`src/rtl/divider_nbit.sv`:
```
// Multi-cycle restoring divider for RISC-V DIV/DIVU/REM/REMU, one quotient bit per clock.
// Also holds the ripple-carry adder that performs each step's trial subtraction.

module full_adder_nbit #(
   parameter int unsigned N = 8
) (
   input  logic [N-1:0] i_a,
   input  logic [N-1:0] i_b,
   input  logic         i_cin,
   output logic [N-1:0] o_sum,
   output logic         o_cout
);

   logic [N:0] carry;

   always_comb begin
      carry    = '0;
      carry[0] = i_cin;
      o_sum    = '0;
      for (int unsigned i = 0; i < N; i++) begin
         o_sum[i]     = i_a[i] ^ i_b[i] ^ carry[i];
         carry[i + 1] = (i_a[i] & i_b[i]) | (carry[i] & (i_a[i] ^ i_b[i]));
      end
      o_cout = carry[N];
   end

endmodule

module divider_nbit #(
   parameter int unsigned N = 32
) (
   input  logic         i_clk,
   input  logic         i_rst_n,
   input  logic         i_start,
   input  logic         i_signed,
   input  logic [N-1:0] i_dividend,
   input  logic [N-1:0] i_divisor,
   input  logic         i_flush,
   output logic         o_busy,
   output logic         o_valid,
   output logic [N-1:0] o_quotient,
   output logic [N-1:0] o_remainder,
   output logic         o_div_by_zero
);

   localparam int unsigned CW = $clog2(N);
   localparam logic [N-1:0] MIN_NEG = {1'b1, {(N - 1){1'b0}}};

   typedef enum logic [1:0] {
      S_IDLE,
      S_CALC,
      S_FIX
   } state_e;

   state_e        state_q, state_d;
   logic [N-1:0]  dvd_q, dvd_d;       // dividend in, quotient bits shift in from the LSB
   logic [N-1:0]  dvs_q, dvs_d;
   logic [N-1:0]  rem_q, rem_d;
   logic [CW-1:0] cnt_q, cnt_d;
   logic          qneg_q, qneg_d;
   logic          rneg_q, rneg_d;
   logic          special_q, special_d;
   logic          dbz_q, dbz_d;
   logic [N-1:0]  quo_out_q, quo_out_d;
   logic [N-1:0]  rem_out_q, rem_out_d;
   logic          valid_q, valid_d;
   logic          dbz_out_q, dbz_out_d;

   logic [N:0]    trial;
   logic [N:0]    sub_b;
   logic [N:0]    diff;
   logic          diff_cout;
   logic          a_neg, b_neg;

   function automatic logic [N-1:0] twos_neg(input logic [N-1:0] v);
      return ~v + {{(N - 1){1'b0}}, 1'b1};
   endfunction

   assign trial = {rem_q, dvd_q[N-1]};
   assign sub_b = ~{1'b0, dvs_q};

   full_adder_nbit #(
      .N(N + 1)
   ) u_trial_sub (
      .i_a   (trial),
      .i_b   (sub_b),
      .i_cin (1'b1),
      .o_sum (diff),
      .o_cout(diff_cout)
   );

   always_comb begin
      state_d   = state_q;
      dvd_d     = dvd_q;
      dvs_d     = dvs_q;
      rem_d     = rem_q;
      cnt_d     = cnt_q;
      qneg_d    = qneg_q;
      rneg_d    = rneg_q;
      special_d = special_q;
      dbz_d     = dbz_q;
      quo_out_d = quo_out_q;
      rem_out_d = rem_out_q;
      valid_d   = 1'b0;
      dbz_out_d = dbz_out_q;
      a_neg     = i_signed & i_dividend[N-1];
      b_neg     = i_signed & i_divisor[N-1];

      unique case (state_q)
         S_IDLE: begin
            if (i_start && !i_flush) begin
               dvd_d     = a_neg ? twos_neg(i_dividend) : i_dividend;
               dvs_d     = b_neg ? twos_neg(i_divisor) : i_divisor;
               rem_d     = '0;
               cnt_d     = CW'(N - 1);
               qneg_d    = a_neg ^ b_neg;
               rneg_d    = a_neg;
               special_d = 1'b0;
               dbz_d     = 1'b0;
               // Special cases preload the final result and skip CALC and the sign fix.
               if (i_divisor == '0) begin
                  state_d   = S_FIX;
                  special_d = 1'b1;
                  dbz_d     = 1'b1;
                  dvd_d     = '1;
                  rem_d     = i_dividend;
               end else if (i_signed && (i_dividend == MIN_NEG) && (i_divisor == '1)) begin
                  state_d   = S_FIX;
                  special_d = 1'b1;
                  dvd_d     = MIN_NEG;
                  rem_d     = '0;
               end else begin
                  state_d = S_CALC;
               end
            end
         end

         S_CALC: begin
            if (i_flush) begin
               state_d = S_IDLE;
            end else begin
               rem_d = diff_cout ? diff[N-1:0] : trial[N-1:0];
               dvd_d = {dvd_q[N-2:0], diff_cout};
               if (cnt_q == '0) begin
                  state_d = S_FIX;
               end else begin
                  cnt_d = cnt_q - CW'(1);
               end
            end
         end

         S_FIX: begin
            if (i_flush) begin
               state_d = S_IDLE;
            end else begin
               quo_out_d = (!special_q && qneg_q) ? twos_neg(dvd_q) : dvd_q;
               rem_out_d = (!special_q && rneg_q) ? twos_neg(rem_q) : rem_q;
               dbz_out_d = dbz_q;
               valid_d   = 1'b1;
               state_d   = S_IDLE;
            end
         end

         default: state_d = S_IDLE;
      endcase
   end

   always_ff @(posedge i_clk or negedge i_rst_n) begin
      if (!i_rst_n) begin
         state_q   <= S_IDLE;
         dvd_q     <= '0;
         dvs_q     <= '0;
         rem_q     <= '0;
         cnt_q     <= '0;
         qneg_q    <= 1'b0;
         rneg_q    <= 1'b0;
         special_q <= 1'b0;
         dbz_q     <= 1'b0;
         quo_out_q <= '0;
         rem_out_q <= '0;
         valid_q   <= 1'b0;
         dbz_out_q <= 1'b0;
      end else begin
         state_q   <= state_d;
         dvd_q     <= dvd_d;
         dvs_q     <= dvs_d;
         rem_q     <= rem_d;
         cnt_q     <= cnt_d;
         qneg_q    <= qneg_d;
         rneg_q    <= rneg_d;
         special_q <= special_d;
         dbz_q     <= dbz_d;
         quo_out_q <= quo_out_d;
         rem_out_q <= rem_out_d;
         valid_q   <= valid_d;
         dbz_out_q <= dbz_out_d;
      end
   end

   assign o_busy        = (state_q != S_IDLE);
   assign o_valid       = valid_q;
   assign o_quotient    = quo_out_q;
   assign o_remainder   = rem_out_q;
   assign o_div_by_zero = dbz_out_q;

endmodule

```
`config.mk`:
```
export PLATFORM = sky130hd
export DESIGN_NAME = divider_nbit
export DESIGN_NICKNAME = d
export VERILOG_FILES = /design/src/rtl/divider_nbit.sv
export SDC_FILE = /design/constraint.sdc
export NUM_CORES = 1
export LEC_CHECK = 0
export ABC_AREA = 1
export CORE_AREA = 2 2 211 213
export DETAILED_ROUTE_END_ITERATION = 16
export DIE_AREA = 0 0 213 215
export PLACE_DENSITY = 0.54
export SETUP_SLACK_MARGIN = 0.05
export SYNTH_ARGS = -nofsm -noshare
export SYNTH_HDL_FRONTEND = slang
export SYNTH_SLANG_ARGS = --single-unit
```
`constraint.sdc`:
```
create_clock -name i_clk -period 18.45 [get_ports i_clk]
set_clock_uncertainty 0.2 [all_clocks]
set_input_delay 5.535 -clock i_clk [delete_from_list [all_inputs] [get_ports i_clk]]
set_output_delay 5.535 -clock i_clk [all_outputs]
set_load 0.05 [all_outputs]
```
==> metrics.yaml <==
finish:
  diodes: 0
  drive_above_1_share: 0.0546
  fin_cells: 2532
  fin_area_um2: 14900
  area_delta_synth_final_pct: 19.4
  fin_nets: 2035
hold_path:
  hold_end: "o_quotient[22]"
  holdCritStartpoint: "o_quotient[22]"
  hp-class: "reg -> reg"
  min_path_cells: 2
timing:
  hold_viol_final: 0
  fin_crit_ns: 13.88
  tns_ns: 0
  worst_slew_pin_slew_ns: 1.03
  relSlewSlack: 0.316
  fmax_mhz: 72.0
  fin_crit_sh: 0.752
  slew_violations: 0
  rsz0062_at_grt: "no"
  setup_viol: 0
floorplan:
  io_pins: 136
  die_w_um: 213
  dieArea_um2: 45800
  floorplan.initialDensity: 0.285
  rows: 77
  die_h_um: 215
  core_um2: 43600
drt:
  first_iter_violations: 987
  vias: 12000
  drc: 0
  ant_nets: 0
  totalWireLength_um: 42000
  dr.pass1.iters: 5
  wl_per_cell_um: 16.6
  drt-vias-per-instance: 4.75
power:
  powerDensity_nw_per_um2: 148
  ir_worst_vdd_mv: 0.0699
  leakagePower_nw: 6.86
  power.total_w: 0.00220
global_route:
  grt_usage: 0.188
  grt_pass1_wl_um: 66500
  grt_max_degree: 79
  antenna_found_initial: 0
  grt_pass1_vias: 11800
  gr-total-overflow: 0
clocking:
  holdBufCountCts: 0
  clk_pin_slew_ns: 0.08
  cts_tree: "done"
  cts_resized: 0
  cts_setup_buffers: 0
  cts_root_buffer: "clkbuf_16"
  cts_sinks: 173
  clock_latency_ns: 0.48
  cts_buffer_depth: 2
  numCtsBuffers: 17
  htreeDepth: 4
yosys:
  ys_types: 44
  syn_area_per_cell_um2: 6.79
  synth_top_cell_by_area: "dfrtp_1"
  synthTopCellsByArea: "dfrtp_1, nand2_1, nand3_1, nor2_1, fa_1"
  synth_edf_count: 0
  syn-num-nets: 1941
  synth_top_area_frac: 0.348
  ys_warn_count: 0
  synth_ff_type: "dfrtp_1"
  synth_seq_cells: 173
  syn_area_um2: 12500
  syn_inst: 1833
  synth_most_common_cell: "nand2_1"
  post_synth_most_frequent_cells: "nand2_1, nor2_1, dfrtp_1, nand3_1, inv_1"
  ys_seq_area_frac: 0.348
  async_reset_ff_frac: 1.00
setup_path:
  critPathRequiredTime_ns: 18.64
  reg2reg_setup_slack_ns: 4.57
  worstPathArrival_ns: 14.07
  crit_path_top_delay_cell: "fa_1"
  cp-end-kind: "register"
  reg2reg_depth: 43
  cpMostUsedCell: "fa_1"
  r2r-start: "dvd_q[31]"
  max_stage_delay_ns: 0.41
  worst-path-max-fanout: 45
  r2r_end: "rem_q[2]"
  path_class: "reg -> reg"
  cp_top_family: "adder cells"
  worst_setup_path_start_kind: "register"
  critPathBufInv: 5
placed_design:
  port_buffers: 135
  place_area_um2: 14300
  place_inst: 2500
  place_hpwl_um: 32500
  finalWeightedCongestion: 0.930
status:
  outcome: "finished, final reports clean"
flow_run:
  maxCapViolations: 0
cell families after synthesis:
logic type	Yosys count	share of synthesized area
adder cells (fa/ha/maj)	39	0.0579
flip-flops	173	0.348
XOR/XNOR	62	0.0436
buffers and inverters	234	0.0785
AO/OA/AOI/OAI	254	0.106
AND/OR/NAND/NOR	1071	0.366
power by group:
| part | internal [W] | switching, W | total, W | leakage [nW] |
|---|---|---|---|---|
| Clock | 0.000182 | 0.000189 | 0.000371 | 0.287 |
| Sequential | 0.000514 | 0.000120 | 0.000634 | 2.18 |
| Combinational | 0.000394 | 0.000800 | 0.00119 | 4.40 |
through the flow:
stage	setup WS (ns)	utilization	hold WS (ns)
5_1_grt	4.08	0.341	0.294
6_report	4.57	0.341	0.279
4_1_cts	4.62	0.341	0.286
3_5_place_dp	4.67	0.327	0.265
3_3_place_gp	4.80	0.327	0.263
2_1_floorplan	5.50	-	0.249
cell usage in the layout (no fill, tap or decap), drive strengths merged, types with 7 or more instances in the layout:
cell           instances
a21oi                 72
a31oi                  7
buf                   11
clkbuf                17
clkdlybuf4s50        134
clkinv                 8
dfrtp                173
fa                    31
ha                     8
inv                  170
nand2                603
nand3                172
nand3b                 9
nand4                 27
nor2                 236
nor3                  17
o21ai                166
xnor2                 12
xor2                  50
how the worst max path moves through the flow:
stage / startpoint / endpoint / slack (ns) / cells past startpoint
after CTS: dvd_q[31] / rem_q[17] / 4.62 / 43
after floorplan: dvd_q[31] / rem_q[11] / 5.50 / 43
after global placement: dvd_q[31] / rem_q[3] / 4.80 / 43
after detailed placement: dvd_q[31] / rem_q[17] / 4.67 / 43
final: dvd_q[31] / rem_q[2] / 4.57 / 43
after global routing: dvd_q[31] / rem_q[1] / 4.08 / 43
sequential cells by signal (all words and copies together) (netlist names):
register	flops
o_remainder	32
rneg_q	1
o_valid	1
dbz_q	1
state_q	2
dvs_q	32
dvd_q	32
special_q	1
rem_q	32
cnt_q	5
qneg_q	1
o_div_by_zero	1
o_quotient	32
final cells by class:
class	count	area, um^2
Clock buffer	17	425
Sequential cell	173	4330
Timing Repair Buffer	145	1430
Multi-Input combinational cell	1426	7160
Fill cell	4778	28800
Inverter	164	618
Tap cell	592	741
Clock inverter	15	165
worst reg2reg max path, delay by kind of cell, from the launching register on:
| kind | cells | cell delay [ns] |
|---|---|---|
| and+or+nand+nor | 3 | 0.39 |
| buffers and inverters | 5 | 0.59 |
| DFF | 1 | 0.39 |
| adders and majority gates | 32 | 11.94 |
| AOI/OAI and AO/OA | 3 | 0.30 |
per-layer routing:
layer / global-route usage / part of all wire / up-vias
met5: 0 / 0 / -
met4: 0.0569 / 0.021 / 0
met3: 0.0260 / 0.046 / 47
met2: 0.303 / 0.47 / 284
met1: 0.261 / 0.47 / 5634
li1: - / - / 6053
(Power assumes the default switching activity.)
